## src/rtl/uart_tx.sv

```systemverilog
// 8N1 UART transmitter, LSB first, with a small byte FIFO in front of the serialiser.
// Back-to-back frames are sent with no idle bit between the stop bit and the next start bit.
module uart_tx #(
  parameter int CLK_FREQ   = 50_000_000,
  parameter int BAUD       = 100000,
  parameter int FIFO_DEPTH = 4
) (
  input  logic                          clk,
  input  logic                          rst_n,
  input  logic [7:0]                    in_data,
  input  logic                          in_valid,
  output logic                          in_ready,
  output logic                          serial_tx,
  output logic                          busy,
  output logic [$clog2(FIFO_DEPTH):0]   fifo_count
);

  localparam int CLKS_PER_BIT = CLK_FREQ / BAUD;
  localparam int BAUD_W       = (CLKS_PER_BIT > 1) ? $clog2(CLKS_PER_BIT) : 1;
  localparam int PTR_W        = (FIFO_DEPTH > 1) ? $clog2(FIFO_DEPTH) : 1;
  localparam int CNT_W        = PTR_W + 1;

  localparam logic [BAUD_W-1:0] BAUD_LAST = BAUD_W'(CLKS_PER_BIT - 1);
  localparam logic [CNT_W-1:0]  FIFO_FULL = CNT_W'(FIFO_DEPTH);

  generate
    if (CLKS_PER_BIT < 2) begin : g_bad_baud
      $error("uart_tx: CLK_FREQ/BAUD must be at least 2");
    end
    if ((FIFO_DEPTH < 2) || ((FIFO_DEPTH & (FIFO_DEPTH - 1)) != 0)) begin : g_bad_depth
      $error("uart_tx: FIFO_DEPTH must be a power of 2 and at least 2");
    end
  endgenerate

  typedef enum logic [1:0] {
    S_IDLE,
    S_START,
    S_DATA,
    S_STOP
  } state_t;

  state_t            state_q, state_d;
  logic [BAUD_W-1:0] baud_q, baud_d;
  logic [2:0]        bit_q, bit_d;
  logic [7:0]        shift_q, shift_d;
  logic              tx_q, tx_d;

  logic [7:0]        mem_q [FIFO_DEPTH];
  logic [PTR_W-1:0]  wr_ptr_q, wr_ptr_d;
  logic [PTR_W-1:0]  rd_ptr_q, rd_ptr_d;
  logic [CNT_W-1:0]  count_q, count_d;

  logic              push;
  logic              pop;
  logic              baud_wrap;
  logic              have_byte;
  logic [7:0]        head;

  // in_ready looks only at registered state, so a pop in the same cycle never opens a full FIFO.
  assign in_ready   = rst_n && (count_q < FIFO_FULL);
  assign push       = in_valid && in_ready;
  assign have_byte  = (count_q != '0);
  assign head       = mem_q[rd_ptr_q];
  assign baud_wrap  = (baud_q == BAUD_LAST);

  assign serial_tx  = tx_q;
  assign busy       = (state_q != S_IDLE) || have_byte;
  assign fifo_count = count_q;

  always_comb begin
    state_d = state_q;
    baud_d  = baud_q;
    bit_d   = bit_q;
    shift_d = shift_q;
    pop     = 1'b0;

    unique case (state_q)
      S_IDLE: begin
        if (have_byte) begin
          pop     = 1'b1;
          shift_d = head;
          baud_d  = '0;
          bit_d   = '0;
          state_d = S_START;
        end
      end

      S_START: begin
        baud_d = baud_q + BAUD_W'(1);
        if (baud_wrap) begin
          baud_d  = '0;
          state_d = S_DATA;
        end
      end

      S_DATA: begin
        baud_d = baud_q + BAUD_W'(1);
        if (baud_wrap) begin
          baud_d  = '0;
          shift_d = {1'b0, shift_q[7:1]};
          if (bit_q == 3'd7) begin
            state_d = S_STOP;
          end else begin
            bit_d = bit_q + 3'd1;
          end
        end
      end

      S_STOP: begin
        baud_d = baud_q + BAUD_W'(1);
        if (baud_wrap) begin
          baud_d = '0;
          if (have_byte) begin
            pop     = 1'b1;
            shift_d = head;
            bit_d   = '0;
            state_d = S_START;
          end else begin
            state_d = S_IDLE;
          end
        end
      end

      default: state_d = S_IDLE;
    endcase

    // Line level is registered from the next state so it changes on the same edge as the state.
    unique case (state_d)
      S_START: tx_d = 1'b0;
      S_DATA:  tx_d = shift_d[0];
      default: tx_d = 1'b1;
    endcase
  end

  always_comb begin
    wr_ptr_d = wr_ptr_q;
    rd_ptr_d = rd_ptr_q;
    count_d  = count_q;
    if (push) begin
      wr_ptr_d = wr_ptr_q + PTR_W'(1);
    end
    if (pop) begin
      rd_ptr_d = rd_ptr_q + PTR_W'(1);
    end
    unique case ({push, pop})
      2'b10:   count_d = count_q + CNT_W'(1);
      2'b01:   count_d = count_q - CNT_W'(1);
      default: count_d = count_q;
    endcase
  end

  always_ff @(posedge clk) begin
    if (!rst_n) begin
      state_q  <= S_IDLE;
      baud_q   <= '0;
      bit_q    <= '0;
      tx_q     <= 1'b1;
      wr_ptr_q <= '0;
      rd_ptr_q <= '0;
      count_q  <= '0;
    end else begin
      state_q  <= state_d;
      baud_q   <= baud_d;
      bit_q    <= bit_d;
      tx_q     <= tx_d;
      wr_ptr_q <= wr_ptr_d;
      rd_ptr_q <= rd_ptr_d;
      count_q  <= count_d;
    end
  end

  // Byte storage carries no reset; control state alone decides what is valid.
  always_ff @(posedge clk) begin
    shift_q <= shift_d;
    if (push) begin
      mem_q[wr_ptr_q] <= in_data;
    end
  end

endmodule

```

## config.mk

```make
export PLATFORM = sky130hd
export DESIGN_NAME = uart_tx
export DESIGN_NICKNAME = d
export VERILOG_FILES = /design/src/rtl/uart_tx.sv
export SDC_FILE = /design/constraint.sdc
export NUM_CORES = 1
export LEC_CHECK = 0
export CELL_PAD_IN_SITES_DETAIL_PLACEMENT = 2
export CELL_PAD_IN_SITES_GLOBAL_PLACEMENT = 2
export CORE_MARGIN = 2
export CORE_UTILIZATION = 35
export DETAILED_ROUTE_END_ITERATION = 6
export GPL_ROUTABILITY_DRIVEN = 0
export PLACE_DENSITY_LB_ADDON = 0.1
export SETUP_SLACK_MARGIN = 0.3
export SLEW_MARGIN = 10
export SYNTH_ARGS = -nofsm -noshare
export SYNTH_HDL_FRONTEND = slang
export SYNTH_SLANG_ARGS = --single-unit
```

## constraint.sdc

```tcl
create_clock -name clk -period 3.6 [get_ports clk]
set_clock_uncertainty 0.05 [all_clocks]
set_input_delay 0.36 -clock clk [delete_from_list [all_inputs] [get_ports clk]]
set_output_delay 0.36 -clock clk [all_outputs]
set_load 0.05 [all_outputs]
```

Word-level counts from Yosys, hierarchy flattened
Memory sizes are Yosys's and may differ from the RTL's. A register that Yosys moved wholly into a read port is not among the register bits.
Cells that the tools add are included.

storage, ports and cells
  register bits after elaboration = 30
  RAM bits = 32
  input bits = 11
  output and inout bits = 6
  word-level logic and storage cells = 69
  memories kept = 1

memories
  name   words  bits a word  read ports  clocked after memory_dff  wr ports  line  RTL
  mem_q  4      8            1           1                         1         48    logic [7:0] mem_q [FIFO_DEPTH];

operators by class
  $add $sub $neg = 6
  order comparisons = 1
  equal/unequal tests = 13
  multiplexer cells = 28
  reduce and logical (&&, ||, !) cells = 11

operators by type and width
  operator                                                               number
  8-bit two-way mux                                                      3
  8-bit one-hot mux with 3 select lines                                  1
  9-bit two-way mux                                                      2
  9-bit one-hot mux with 2 select lines                                  1
  2-bit two-way mux                                                      7
  3-bit two-way mux                                                      4
  9-bit by 1-bit adder with 9-bit output, second input constant          1
  9-bit equality test, second input constant                             1
  3-bit one-hot mux with 3 select lines                                  1
  2-bit equality test, second input constant                             4
  2-bit != test, second input constant                                   4
  2-bit one-hot mux with 4 select lines                                  1
  3-bit by 1-bit adder with 3-bit output, second input constant          2
  2-bit by 1-bit equality test with 1-bit output, second input constant  3
  3-bit one-hot mux with 2 select lines                                  1
  3-bit nonzero test                                                     2
  1-bit two-way mux                                                      5
  2-bit by 1-bit adder with 2-bit output, second input constant          2
  1-bit one-hot mux with 2 select lines                                  2
  4-bit AND reduction                                                    1
  2-bit nonzero test                                                     2
  3-bit equality test, second input constant                             1
  3-bit less-than comparator, second input constant                      1
  3-bit AND reduction                                                    1
  other kinds (5)                                                        6

Depth between registers and ports, before layout
Gate-level depths: netlist of run 1.

  word-level depth = 6
  mapped depth = 11
  gate-level depth less buffers = 10

Least setup slack after synthesis of run 1
OpenSTA, ideal clock, no wires.

  path type = reg2reg
  from = register count_q[2] (netlist: fifo_count[2])
  to = register count_q[2] (netlist: fifo_count[2])
  library setup time = 76 ps
  data arrival time = 2654 ps
  required time = 3474 ps
  path slack = 820 ps
  cell stages (with the launch flop) = 10
  path buffers = 0
  period minus slack after synthesis = 2780 ps
  path through = dfxtp_1 > nor2b_1 > and2_1 > inv_1 > ha_1 > inv_1 > fa_1 > xor2_1 > or3_1 > a21boi_0

on the way
  elaborated cells between the ends (all ways) = 13
  classes of those cells = add/sub: 2; order compare: 1; eq/ne: 2; mux: 4; reduce/logical: 4

RTL lines
  what                                                                                   line  RTL
  start: declaration                                                                     51    logic [CNT_W-1:0] count_q, count_d;
  start signal: assignment                                                               168   count_q <= count_d;
  3-bit less-than comparator (*)                                                         60    assign in_ready = rst_n && (count_q < FIFO_FULL);
  1-bit logical AND (*)                                                                  60
  via in_ready                                                                           12    output logic in_ready,
  1-bit logical AND (*)                                                                  61    assign push = in_valid && in_ready;
  2-bit by 1-bit equality test with 1-bit output or 2-bit equality test (tied branches)  145   unique case ({push, pop})
  3-bit one-hot mux with 2 select lines or 2-bit nonzero test (tied branches)            --

The timed path passes the listed nets; every way through them passes the cells marked *.
A chain may end at the register's enable or synchronous reset.

Final worst setup path of run 1
  from = register baud_q[0]
  to = register count_q[2] (netlist: fifo_count[2])

on the way
  word-level cells in the longest chain between the ends = 5
  elaborated cells between the ends (all ways) = 7
  classes of those cells = eq/ne: 3; mux: 3; reduce/logical: 1

RTL lines
  what                                                                                   line  RTL
  start: declaration                                                                     43    logic [BAUD_W-1:0] baud_q, baud_d;
  start signal: assignment                                                               163   baud_q <= baud_d;
  9-bit equality test (*)                                                                64    assign baud_wrap = (baud_q == BAUD_LAST);
  1-bit two-way mux (*)                                                                  111   if (baud_wrap) begin
  1-bit one-hot mux with 2 select lines (*)                                              77    unique case (state_q)
  via pop                                                                                54    logic pop;
  2-bit by 1-bit equality test with 1-bit output or 2-bit equality test (tied branches)  145
  3-bit one-hot mux with 2 select lines or 2-bit nonzero test (tied branches)            --

Marks and branches as above.

==> flow_metrics.env, run 1 <==
export IMPL_cts_max_level=3
export IMPL_vias_per_cell=5.36
export IMPL_post_route_cells_drive_above_1_share_pct=15.4
export IMPL_grt_ovfl_total=0
export IMPL_hold_buffers=0
export IMPL_insertion_delay_ns=0.35
export IMPL_synth_xor_area_share_pct=1.43
export IMPL_numCtsBuffers=9
export IMPL_max_vdd_ir_drop_mv=0.360
export IMPL_path_class="reg2reg"
export IMPL_tns_ns=0
export IMPL_core_sq_um=8640
export IMPL_ios=17
export IMPL_rsz0062_at_grt="no"
export IMPL_async_reset_ff_share_pct=0
export IMPL_synth_compound_area_share_pct=11.2
export IMPL_vias=2042
export IMPL_path_cells="ha_1, and4bb_2, a31oi_2, nor3_2, ha_1, inv_1, fa_1, xor2_1, or3_1, a21boi_0"
export IMPL_ys_warn_count=0
export IMPL_antenna_cells=0
export IMPL_finalCritPeriodShare_pct=77.3
export IMPL_synth_flop_cell="edfxtp_1"
export IMPL_max_freq_mhz=359
export IMPL_critPathSlowestCell="dfxtp_1"
export IMPL_final_common_cell="edfxtp_1"
export IMPL_grt_pass1_vias=2172
export IMPL_clockBufferDepth=2
export IMPL_end_kind="flip-flop"
export IMPL_ctsResizeCount=0
export IMPL_cp_top_family="adder cells"
export IMPL_synth_top_family_by_area="simple AND/OR/NAND/NOR gates"
export IMPL_cp_start_kind="flip-flop"
export IMPL_arrival_ns=3.02
export IMPL_synth_edf_count=39
export IMPL_nFillCells=903
export IMPL_synthAdderAreaFrac_pct=6.35
export IMPL_finalPower_w=0.00236
export IMPL_clkTransAtPathRegs_ns=0.08
export IMPL_p_leak_nw=1.25
export IMPL_setup_violations=0
export IMPL_dieArea_sq_um=9540
export IMPL_worst_path_buf_inv=1
export IMPL_synth_ff_latch_count=64
export IMPL_wirelength_um=6820
export IMPL_start_util_pct=35.6
export IMPL_synth_cells=247
export IMPL_cts_sinks=64
export IMPL_synth_simple_gate_area_share_pct=15.4
export IMPL_tightest_slew_ns=1.07
export IMPL_path_common_cell="ha_1"
export IMPL_port_buffers=16
export IMPL_worstPathRequired_ns=3.83
export IMPL_drv_slew=0
export IMPL_cap_viol_max_count=0
export IMPL_synthMuxAreaShare_pct=8.15
export IMPL_synth_area_sq_um=3070
export IMPL_syn_nets=273
export IMPL_ys_seq_area_share_pct=54.4
export IMPL_ys_types=52
export IMPL_cts_tree="done"
export IMPL_grt_pass1_wl_um=11600
export IMPL_dr_pass1_iters=4
export IMPL_track_usage_pct=15.8
export IMPL_nNetsFinal=294
export IMPL_hold_class="reg2reg"
export IMPL_ant_nets=0
export IMPL_synth_avg_cell_area_sq_um=12.4
export IMPL_dp_hpwl_um=4810
export IMPL_hold_violations=0
export IMPL_die_y_um=97.7
export IMPL_first_iter_violations=99
export IMPL_layout_common_cells="edfxtp_1 (39), dfxtp_1 (25), nand2_1 (22), o21ai_0 (19), clkdlybuf4s50_1 (16)"
export IMPL_period_needed_ns=2.78
export IMPL_die_w_um=97.7
export IMPL_slowest_delay_ns=0.37
export IMPL_root_buffer="clkbuf_8"
export IMPL_drc=0
export IMPL_p_per_area_nw_per_um2=674
export IMPL_grt_max_degree=23
export IMPL_area_growth_pct=14.3
export IMPL_post_cts_setup_buffers=0
export IMPL_wl_per_cell_um=17.9
export IMPL_rows=34
export IMPL_status="finished clean"
export IMPL_antenna_found_initial=0
export IMPL_slew_headroom_pct=27.9
export IMPL_worst_path_max_fanout=6
synth_stat cells, types with 3 or more instances:
| cell | n | area, sq um |
|---|---|---|
| a21boi_0 | 3 | 22.5 |
| a21oi_1 | 4 | 20.0 |
| a31oi_1 | 4 | 25.0 |
| and2_1 | 8 | 50.1 |
| and3_1 | 8 | 50.1 |
| buf_2 | 3 | 15.0 |
| clkbuf_1 | 4 | 15.0 |
| dfxtp_1 | 25 | 500 |
| edfxtp_1 | 39 | 1170 |
| ha_1 | 14 | 175 |
| inv_1 | 14 | 52.6 |
| mux2i_1 | 7 | 70.1 |
| mux4_2 | 8 | 180 |
| nand2_1 | 22 | 82.6 |
| nand3_1 | 5 | 25.0 |
| nor2_1 | 9 | 33.8 |
| nor2b_1 | 4 | 25.0 |
| o21ai_0 | 19 | 95.1 |
| o21ai_1 | 4 | 20.0 |
| xor2_1 | 3 | 26.3 |
flip-flops by register name, indices dropped and copies added (netlist names), named ones only:
register and count:
baud_q 9, bit_q 3, fifo_count 3, mem_q 32, rd_ptr_q 2, serial_tx 1, shift_q 8, state_q 2
wr_ptr_q 2
worst paths after layout:
path	start	to	slack, ns	depth (start not counted)
hold reg to reg	bit_q[0]	bit_q[0]	0.42	1
setup reg to reg	baud_q[0]	fifo_count[2]	0.82	10
setup / recovery	baud_q[0]	fifo_count[2]	0.82	10
hold / removal	bit_q[0]	bit_q[0]	0.42	1
metrics by stage:
| stage | hold WS [ns] | instances | setup slack (ns) | area [sq um] | util (%) |
|---|---|---|---|---|---|
| 2_1_floorplan | 0.380 | 247 | 0.820 | 3070 | - |
| 3_3_place_gp | 0.410 | 365 | 0.896 | 3340 | 38.7 |
| 3_5_place_dp | 0.405 | 365 | 0.838 | 3340 | 38.7 |
| 4_1_cts | 0.423 | 381 | 0.795 | 3510 | 40.7 |
| 5_1_grt | 0.452 | 381 | 0.580 | 3510 | 40.7 |
| 6_report | 0.418 | 381 | 0.818 | 3510 | 40.7 |
cells by family (layout without fill, tap and decap cells):
| kind of cell | Yosys count | count (layout) |
|---|---|---|
| adder cells (fa/ha/maj) | 15 | 15 |
| flip-flops | 64 | 64 |
| buffers and inverters | 22 | 48 |
| XOR/XNOR | 5 | 5 |
| multiplexers | 15 | 15 |
| AND/OR/NAND/NOR | 77 | 77 |
| AO/OA/AOI/OAI | 49 | 49 |
routing by layer:
layer,routed length (um),vias up,global-route usage [%]
li1,-,961,-
met1,3430,1036,22.3
met2,3040,30,23.1
met3,214,15,3.88
met4,130,0,7.05
met5,0,-,0
cell type report:
cell class                      instances  area [sq um]  area share, %
Timing Repair Buffer                   18           175           4.99
Clock inverter                          7          46.3           1.32
Sequential cell                        64          1670           47.6
Clock buffer                            9           124           3.53
Multi-Input combinational cell        161          1310           37.2
Inverter                               14          52.6           1.50
Tap cell                              108           135           3.85
power breakdown:
group / switching [W] / internal, W
Clock: 0.000301 / 0.000250
Sequential: 0.0000837 / 0.000905
Combinational: 0.000492 / 0.000334
(Power assumes the default switching activity.)
==> run 2: changes to the inputs <==
Clock period 3.6 ns to 2.6 ns, I/O delays scaled along.
==> run 2 against run 1 <==
Largest power group unchanged. Utilization up 3.3 points. Clock power up 95%. Total power up 58%. Worst setup slack worse by 0.66 ns.
==> flow_metrics.env, run 2 (synthesized netlist as in run 1, its figures left out) <==
export IMPL_status="finished clean"
export IMPL_grt_pass1_wl_um=12400
export IMPL_numCtsBuffers=9
export IMPL_die_w_um=97.7
export IMPL_arrival_ns=2.66
export IMPL_clockBufferDepth=2
export IMPL_dieArea_sq_um=9540
export IMPL_ant_nets=0
export IMPL_nFillCells=873
export IMPL_layout_common_cells="edfxtp_1 (39), buf_4 (23), nand2_1 (22), dfxtp_1 (21), o21ai_0 (18)"
export IMPL_antenna_cells=0
export IMPL_cap_viol_max_count=0
export IMPL_regMostFlops="mem_q"
export IMPL_cp_start_kind="flip-flop"
export IMPL_root_buffer="clkbuf_8"
export IMPL_cts_tree="done"
export IMPL_start_util_pct=35.6
export IMPL_hold_violations=0
export IMPL_layoutNonFillerInstCount=401
export IMPL_clkTransAtPathRegs_ns=0.08
export IMPL_worst_path_max_fanout=4
export IMPL_drc=0
export IMPL_track_usage_pct=17.2
export IMPL_multiInputGateArea_sq_um=1350
export IMPL_die_y_um=97.7
export IMPL_top_regs="mem_q (32), baud_q (9), shift_q (8)"
export IMPL_switching_power_w=0.00129
export IMPL_rsz0062_at_grt="yes"
export IMPL_grt_max_degree=23
export IMPL_finalCritPeriodShare_pct=93.8
export IMPL_grt_pass1_vias=2312
export IMPL_core_sq_um=8640
export IMPL_largest_reg_flops=32
export IMPL_hold_buffers=0
export IMPL_register_area_sq_um=1680
export IMPL_post_route_cells_drive_above_1_share_pct=25.6
export IMPL_hold_class="reg2reg"
export IMPL_p_int_w=0.00245
export IMPL_area_growth_pct=23.6
export IMPL_final_common_cell="edfxtp_1"
export IMPL_insertion_delay_ns=0.35
export IMPL_seqPwrFrac_pct=36.6
export IMPL_antenna_found_initial=0
export IMPL_p_leak_nw=1.40
export IMPL_cts_sinks=64
export IMPL_combPwrFrac_pct=35.0
export IMPL_path_class="reg2reg"
export IMPL_drv_slew=0
export IMPL_swShare_pct=34.5
export IMPL_max_vdd_ir_drop_mv=0.427
export IMPL_slew_headroom_pct=26.7
export IMPL_first_iter_violations=60
export IMPL_setup_violations=0
export IMPL_vias_per_cell=5.15
export IMPL_numPlacedInstances=377
export IMPL_wl_per_cell_um=19.0
export IMPL_rows=34
export IMPL_clkPwrFrac_pct=28.5
export IMPL_grt_ovfl_total=0
export IMPL_port_buffers=16
export IMPL_period_needed_ns=2.44
export IMPL_final_util_pct=44.0
export IMPL_dr_pass1_iters=4
export IMPL_p_per_area_nw_per_um2=987
export IMPL_vias=2065
export IMPL_worstPathRequired_ns=2.83
export IMPL_cts_max_level=3
export IMPL_ios=17
export IMPL_nNetsFinal=314
export IMPL_end_kind="flip-flop"
export IMPL_dp_hpwl_um=5340
export IMPL_max_freq_mhz=410
export IMPL_tightest_slew_ns=1.09
export IMPL_wirelength_um=7610
[run 2: changes by cell type in the layout (fill, tap and decap cells not counted), sizes merged]
cell           change
buf               +22
bufinv             +3
clkdlybuf4s50      -2
clkinv             -2
inv                -1
[run 2: timing repair]
item / in CTS / in global routing
setup buffers: 5 / 3
endpoints found under the setup margin: 2 / 2
gates resized for setup: 3 / 3
cloned: 0 / 0
pin swaps: 3 / 2
[run 2: power groups by stage]
stage | registers (W) | clock network, W | logic, W
floorplan | 0.00142 | 0 | 0.000803
global placement | 0.00139 | 0 | 0.00121
detailed placement | 0.00139 | 0 | 0.00124
CTS | 0.00137 | 0.00110 | 0.00128
global route | 0.00139 | 0.00114 | 0.00145
finish | 0.00137 | 0.00107 | 0.00131
[run 2: worst paths after layout]
kind,from,slack [ns],cells past startpoint,endpoint
setup / recovery,baud_q[0],0.16,10,fifo_count[2]
hold / removal,bit_q[1],0.42,2,bit_q[1]
setup reg to reg,baud_q[0],0.16,10,fifo_count[2]
hold reg to reg,bit_q[1],0.42,2,bit_q[1]
[run 2: cell type report]
type | count | area share (%)
Clock inverter | 7 | 3.13
Multi-Input combinational cell | 161 | 35.7
Timing Repair Buffer | 38 | 8.77
Tap cell | 108 | 3.56
Clock buffer | 9 | 3.26
Sequential cell | 64 | 44.2
Inverter | 14 | 1.38
[run 2: stage by stage]
step | TNS, ns | power (W) | instance area (sq um) | setup WS (ns) | hold slack (ns)
after floorplan | 0 | 0.00222 | 3110 | 0.224 | 0.309
after global placement | 0 | 0.00260 | 3470 | 0.125 | 0.405
after global routing | 0 | 0.00398 | 3800 | 0.0447 | 0.456
final | 0 | 0.00375 | 3800 | 0.161 | 0.423
after CTS | 0 | 0.00375 | 3760 | 0.151 | 0.431
after detailed placement | -0.00472 | 0.00263 | 3470 | -0.00472 | 0.408
[run 2: layer usage]
layer	share of wire, %	up-vias	track usage, %
met1	50	1034	23.4
met4	1.4	0	6.94
met5	0	-	0
li1	-	1000	-
met3	2.3	8	4.10
met2	46	23	26.3
[run 2: critical path, cell delays in order (launching register included)]
cell and delay (ns):
dfxtp_4 0.37, ha_4 0.13, and4bb_2 0.28, a31oi_4 0.11, nor3_4 0.23, ha_2 0.22
inv_2 0.04, fa_2 0.33, xor2_1 0.15, or3_1 0.31, a21boi_1 0.12
==> run 3: changes to the inputs <==
Settings changed: CELL_PAD_IN_SITES_DETAIL_PLACEMENT 2 to 0, CELL_PAD_IN_SITES_GLOBAL_PLACEMENT 2 to 1.
==> run 3 against run 2 <==
Utilization is 0.80 points lower. Combinational power decreased by 3%. Wire length fell by 18%. Largest cell class unchanged. Clock power fell by 22%. Critical path depth did not move. First-iteration DRC count is 60% higher. Critical path type unchanged. Critical endpoint unchanged. Hold slack got worse by 0.0067 ns. Register-to-register slack improved by 0.08 ns. Sequential share of layout area is 0.85 points higher. Via count fell by 2.1%. Flip-flop and latch count stayed put. Global-route usage fell by 3.0 points.
==> flow_metrics.env, run 3 (synthesized netlist as in run 1, its figures left out) <==
export IMPL_post_route_cells_drive_above_1_share_pct=24.8
export IMPL_status="finished clean"
export IMPL_cp_start_kind="flip-flop"
export IMPL_end_kind="flip-flop"
export IMPL_cts_tree="done"
export IMPL_grt_ovfl_total=0
export IMPL_final_util_pct=43.2
export IMPL_insertion_delay_ns=0.33
export IMPL_cts_max_level=3
export IMPL_critPathSlowestCell="dfxtp_2"
export IMPL_arrival_ns=2.57
export IMPL_reg2reg_slack_ns=0.24
export IMPL_top_regs="mem_q (32), baud_q (9), shift_q (8)"
export IMPL_vias_per_cell=5.08
export IMPL_area_growth_pct=21.3
export IMPL_die_w_um=97.7
export IMPL_path_class="reg2reg"
export IMPL_worst_path_max_fanout=2
export IMPL_wirelength_um=6270
export IMPL_final_common_cell="edfxtp_1"
export IMPL_grt_pass1_vias=2045
export IMPL_p_leak_nw=1.36
export IMPL_tightest_slew_ns=1.10
export IMPL_hold_class="reg2reg"
export IMPL_switching_power_w=0.00122
export IMPL_holdPathStages=1
export IMPL_cap_viol_max_count=0
export IMPL_finalCritPeriodShare_pct=90.7
export IMPL_fin_area_sq_um=3730
export IMPL_cp_depth=10
export IMPL_clkTransAtPathRegs_ns=0.07
export IMPL_antenna_cells=0
export IMPL_largest_reg_flops=32
export IMPL_first_iter_violations=96
export IMPL_p_per_area_nw_per_um2=933
export IMPL_cp_top_family="simple AND/OR/NAND/NOR gates"
export IMPL_ant_nets=0
export IMPL_path_cells="ha_4, and4bb_2, a31oi_4, nor3_4, ha_2, inv_1, fa_2, xor2_1, or3_1, a21boi_1"
export IMPL_worst_path_buf_inv=1
export IMPL_port_buffers=16
export IMPL_dp_hpwl_um=4270
export IMPL_die_y_um=97.7
export IMPL_drc=0
export IMPL_combPwrFrac_pct=36.4
export IMPL_drv_slew=0
export IMPL_start_util_pct=35.6
export IMPL_slowest_delay_ns=0.36
export IMPL_tns_ns=0
export IMPL_grt_max_degree=23
export IMPL_ff2ff_path_depth=10
export IMPL_max_vdd_ir_drop_mv=0.402
export IMPL_track_usage_pct=14.2
export IMPL_vias=2022
export IMPL_hold_violations=0
export IMPL_antenna_found_initial=0
export IMPL_setup_violations=0
export IMPL_nNetsFinal=311
export IMPL_core_sq_um=8640
export IMPL_clockBufferDepth=2
export IMPL_numCtsBuffers=9
export IMPL_swShare_pct=35.1
export IMPL_grt_pass1_wl_um=10400
export IMPL_rows=34
export IMPL_dieArea_sq_um=9540
export IMPL_slew_headroom_pct=25.9
export IMPL_max_freq_mhz=424
export IMPL_rsz0062_at_grt="yes"
export IMPL_period_needed_ns=2.36
export IMPL_ios=17
export IMPL_place_area_sq_um=3450
export IMPL_layout_common_cells="edfxtp_1 (39), nand2_1 (22), dfxtp_1 (20), buf_4 (20), o21ai_0 (19)"
export IMPL_wl_per_cell_um=15.7
export IMPL_clkPwrFrac_pct=24.1
export IMPL_cts_sinks=64
export IMPL_regMostFlops="mem_q"
export IMPL_worstPathRequired_ns=2.81
export IMPL_dr_pass1_iters=4
export IMPL_seqPwrFrac_pct=39.5
export IMPL_p_int_w=0.00226
export IMPL_root_buffer="clkbuf_8"
[run 3: cell type report]
cell class              instances  area [sq um]
clock inverters                 7          71.3
well taps                     108           135
fillers                       826          4910
multi-input cells             161          1350
repair buffers                 35           310
inverters                      14          52.6
clock buffers                   9           124
flip-flops and latches         64          1680
[run 3: stage by stage]
stage,instances,hold slack [ns],setup WS (ns),power [W]
after CTS,397,0.423,0.230,0.00348
final,398,0.416,0.241,0.00348
after global placement,374,0.405,0.113,0.00258
after floorplan,247,0.309,0.224,0.00222
after detailed placement,374,0.405,0.0727,0.00257
after global routing,398,0.448,0.131,0.00371
[run 3: repair_timing]
action,4_1_cts,5_1_grt
buffers inserted,7,1
pin swaps,4,2
gates resized for setup,4,1
setup endpoints to repair,2,2
hold buffers,0,0
[run 3: power by group through the flow]
stage | registers (W) | clock network, W | logic (W)
2_1_floorplan | 0.00142 | 0 | 0.000803
3_3_place_gp | 0.00139 | 0 | 0.00118
3_5_place_dp | 0.00139 | 0 | 0.00118
4_1_cts | 0.00138 | 0.000867 | 0.00124
5_1_grt | 0.00140 | 0.000920 | 0.00139
6_report | 0.00137 | 0.000837 | 0.00127
[run 3: path summary, 6_finish.rpt]
kind                  start             to
setup reg to reg  baud_q[0]  fifo_count[2]
hold reg to reg    bit_q[0]       bit_q[0]
hold / removal     bit_q[0]       bit_q[0]
setup / recovery  baud_q[0]  fifo_count[2]
[run 3: routing by layer]
metal  vias up  track usage, %  wire [um]
li1        989               -          -
met1       990            20.7       3230
met2        34            20.0       2710
met3         9            4.32        234
met4         0            4.59         96
met5         -               0          0
[run 3: worst reg2reg max path: cells and delay by family (launching register included)]
kind	cells	cell delay, ns
flip-flops	1	0.36
buffers and inverters	1	0.05
AND/OR/NAND/NOR	3	0.76
adder cells (fa/ha/maj)	3	0.68
AO/OA/AOI/OAI	2	0.23
XOR/XNOR	1	0.15
==> RTL edit 1: new RTL, settings of run 1 <==
Register the output `fifo_count` once more, with the module's reset; this adds one clock of latency there. The other outputs are not delayed to match.
--- a/src/rtl/uart_tx.sv
+++ b/src/rtl/uart_tx.sv
@@ -66,5 +66,11 @@
   assign serial_tx  = tx_q;
   assign busy       = (state_q != S_IDLE) || have_byte;
-  assign fifo_count = count_q;
+  always_ff @(posedge clk) begin
+    if (!rst_n) begin
+      fifo_count <= '0;
+    end else begin
+      fifo_count <= count_q;
+    end
+  end
 
   always_comb begin
Check against the original RTL: not equivalent (a bounded check fails within 4 cycles, from zero or initial values and one cycle with rst_n low).
==> RTL edit 1 against run 1 <==
  * Sequential power increased by 7%
  * Synthesized cell count increased by 0.40%
  * Cell count increased by 1.0%
  * Cell area increased by 3.5%
  * Routed wire length increased by 5.2%
  * Clock power increased by 19%
  * Area after synthesis increased by 2.0%
  * Maximum frequency decreased by 2.4%
  * Register-to-register slack improved by 20 ps
  * Power increased by 14%
  * Sequential cell count increased by 3
  * Setup slack got worse by 69 ps
==> RTL edit 1: results (changes against run 1) <==
Status: finished clean
Layout cells sized above 1: 14.4% (-0.94 points)
Initial DRC count: 46 (-54%)
Maximum VDD drop: 0.259 mV (-28%)
Hold-critical path endpoint: fifo_count[1]
Largest cells by area after synthesis: edfxtp_1 37%, dfxtp_1 18%, mux4_2 5.8%, ha_1 5.2%, o21ai_0 2.7%
Reg2reg end: count_q[2]
Reg2reg setup slack: 840 ps (+20 ps)
Post-Layout Cell Count: 385 (+1.0%)
Cell internal pwr: 1700 uW (+14%)
Part of the Yosys area used for sequential elements: 55.3% (+0.85 points)
Crit path DAT: 2440 ps (-580 ps)
Avg Vias per Cell: 5.30 (-1.1%)
First-pass GRT wire length: 12.2 mm (+5.0%)
Met1 global-route usage: 21.5% (-0.80 points)
# nets final: 297 (+1.0%)
Hold Slack: 474 ps (+56.0 ps)
GR Util met2: 26.3% (+3.2 points)
FILL cells: 888 (-1.7%)
Family with the most delay on the worst path: buffers and inverters
Average cell area after synthesis: 12.6 sq um (+1.6%)
Detailed placement HPWL: 4.76 mm (-0.87%)
CP max FO: 9 (+3)
Via count of the first global-routing pass: 2246 (+3.4%)
Post-DP Area: 3420 sq um (+2.5%)
Least-Margin Pin Slew: 694 ps (-375 ps)
Placed cell count: 369 (+1.1%)
==> RTL edit 1: cells by family after synthesis <==
group / synth area share (%)
XOR/XNOR: 1.40
AO/OA/AOI/OAI: 11.2
AND/OR/NAND/NOR: 15.1
adder cells (fa/ha/maj): 5.83
buffers and inverters: 2.88
flip-flops: 55.3
multiplexers: 8.31
==> RTL edit 1: worst max-delay path by stage <==
stage                    start         end  slack [ps]
floorplan                rst_n  count_q[2]        1020
global placement     baud_q[0]  count_q[2]        1030
detailed placement  state_q[1]  count_q[2]         870
CTS                 state_q[1]        busy         710
global route        state_q[1]        busy         580
finish              state_q[1]        busy         750
==> RTL edit 1: cell type report <==
| cell class | instances | area, sq um | area share, % |
|---|---|---|---|
| clock buffers | 9 | 124 | 3.41 |
| clock inverters | 7 | 83.8 | 2.31 |
| inverters | 13 | 48.8 | 1.34 |
| multi-input cells | 160 | 1310 | 36.1 |
| flip-flops and latches | 67 | 1730 | 47.7 |
| well taps | 108 | 135 | 3.72 |
| repair buffers | 21 | 198 | 5.44 |
==> RTL edit 1: per-stage QoR <==
stage               utilization (%)  power, uW  setup slack [ps]
floorplan                         -       1770              1020
global placement               39.3       2040              1030
detailed placement             39.3       2060               870
CTS                            41.6       2750               706
global route                   41.6       2880               579
finish                         41.6       2690               749
==> RTL edit 1: power by group through the flow <==
stage          sequential [uW]  combinational [uW]  clock (uW)
2_1_floorplan             1060                 707           0
3_3_place_gp              1070                 969           0
3_5_place_dp              1080                 981           0
4_1_cts                   1060                 999         691
5_1_grt                   1080                1090         712
6_report                  1060                 977         657
==> RTL edit 1: per-layer routing <==
layer	vias up	wire [microns]
li1	971	-
met1	1039	3300
met2	23	3580
met3	8	191
met4	0	104
met5	-	0
==> RTL edit 2: new RTL, flow settings as in run 1 <==
Made on the original files. The parameter `FIFO_DEPTH` goes from 4 to 8.
--- a/src/rtl/uart_tx.sv
+++ b/src/rtl/uart_tx.sv
@@ -4,5 +4,5 @@
   parameter int CLK_FREQ   = 50_000_000,
   parameter int BAUD       = 100000,
-  parameter int FIFO_DEPTH = 4
+  parameter int FIFO_DEPTH = 8
 ) (
   input  logic                          clk,
Interface: changed (resized fifo_count); port bits go from 17 to 18. The function was not compared with the original's and may differ.
==> RTL edit 2 against run 1 <==
  * Cell count grew 38%
  * Count of clock-buffer cells in the layout unchanged
  * Setup slack got worse by 160 ps
  * Cell area up 47%
  * Sequential cell count grew 36
  * Die area is 44% higher
  * Area after synthesis rose by 46%
  * Sequential share of layout area increased by 5.0 points
  * Routed wire length increased by 52%
  * Maximum frequency is 5.4% lower
  * Power rose by 42%
==> RTL edit 2: results (changes against run 1) <==
Maximum VDD drop: 0.315 mV (-13%)
Via count of the first global-routing pass: 2905 (+34%)
Total track usage: 16.6% (+0.78 points)
Synth cell types: 56 (+7.7%)
XOR/XNOR Fraction of Synth Area: 1.37% (-0.055 points)
Leakage: 0.00169 uW (+35%)
Largest cells by area after synthesis: edfxtp_1 48%, dfxtp_1 13%, mux4_2 8.1%, ha_1 3.9%, nor2_1 2.8%
Syn_nets: 346 (+27%)
Least-Margin Pin Slew: 1110 ps (+42.1 ps)
Clk slew on worst S/H paths: 80 ps (about the same)
Final wirelength: 10.4 mm (+52%)
Initial DRC count: 128 (+29%)
Post-Layout Cell Count: 525 (+38%)
First-pass GRT wire length: 16.6 mm (+43%)
CP max FO: 10 (+4)
Complex-gate fraction of the synthesized area: 8.56% (-2.6 points)
CTS root buf: clkbuf_16
Status: finished clean
Mux cell area share after synthesis: 10.5% (+2.4 points)
Post-synth top cells: 71 x edfxtp_1, 33 x nor2_1, 29 x dfxtp_1
Port-buffer cells: 17 (+1)
# nets final: 373 (+27%)
Reg2reg setup slack: 660 ps (-160 ps)
Layout cells sized above 1: 17.3% (+1.9 points)
Average cell area after synthesis: 13.9 sq um (+12%)
## RTL edit 2: worst paths after layout
kind                                       to  depth (start not counted)  startpoint
worst max-delay path            fifo_count[2]                         11  state_q[1]
worst min-delay path                 bit_q[2]                          2    bit_q[2]
worst max register to register  fifo_count[2]                         11  state_q[1]
worst min register to register       bit_q[2]                          2    bit_q[2]
## RTL edit 2: final cells by class
type                    instances  share of cell area (%)
flip-flops and latches        100                    52.7
multi-input cells             199                    31.6
repair buffers                 31                    5.34
clock buffers                   9                    4.37
well taps                     172                    4.18
clock inverters                 7                    1.36
inverters                       7                   0.510
## RTL edit 2: power by group
part / switching, uW / internal (uW) / total, uW / leakage, uW
combinational: 536 / 390 / 926 / 0.000656
clock: 484 / 490 / 974 / 0.000142
sequential: 105 / 1350 / 1460 / 0.000891
## RTL edit 2: cell families after synthesis
logic type / Yosys count
buf+inv: 22
simple gates: 96
compound gates: 55
fa+ha+maj: 14
flops: 100
mux: 27
xor+xnor: 7
## RTL edit 2: metal layers
metal	up-vias	track usage (%)	routed length (microns)
met5	-	0	0
met3	6	4.53	372
li1	1283	-	-
met4	0	4.08	73
met2	36	26.2	4990
met1	1409	23.0	4940
## RTL edit 2: through the flow
stage          setup WS, ps  util [%]  hold slack [ps]  instance area [sq um]
6_report                659      41.0              426                   5150
5_1_grt                 371      41.0              447                   5150
4_1_cts                 610      41.0              422                   5150
3_5_place_dp            674      38.6              410                   4860
3_3_place_gp            779      38.6              401                   4860
2_1_floorplan           513         -              378                   4470
## RTL edit 2: worst max-delay path, cell delays in order, from the launching register on
cell and delay [ps]:
dfxtp_1 450, inv_1 160, ha_1 410, a31oi_4 420, nor3_4 100, ha_1 260, xor2_1 160, ha_1 190
a21oi_1 140, xor2_1 90, or3_1 310, a21oi_1 140
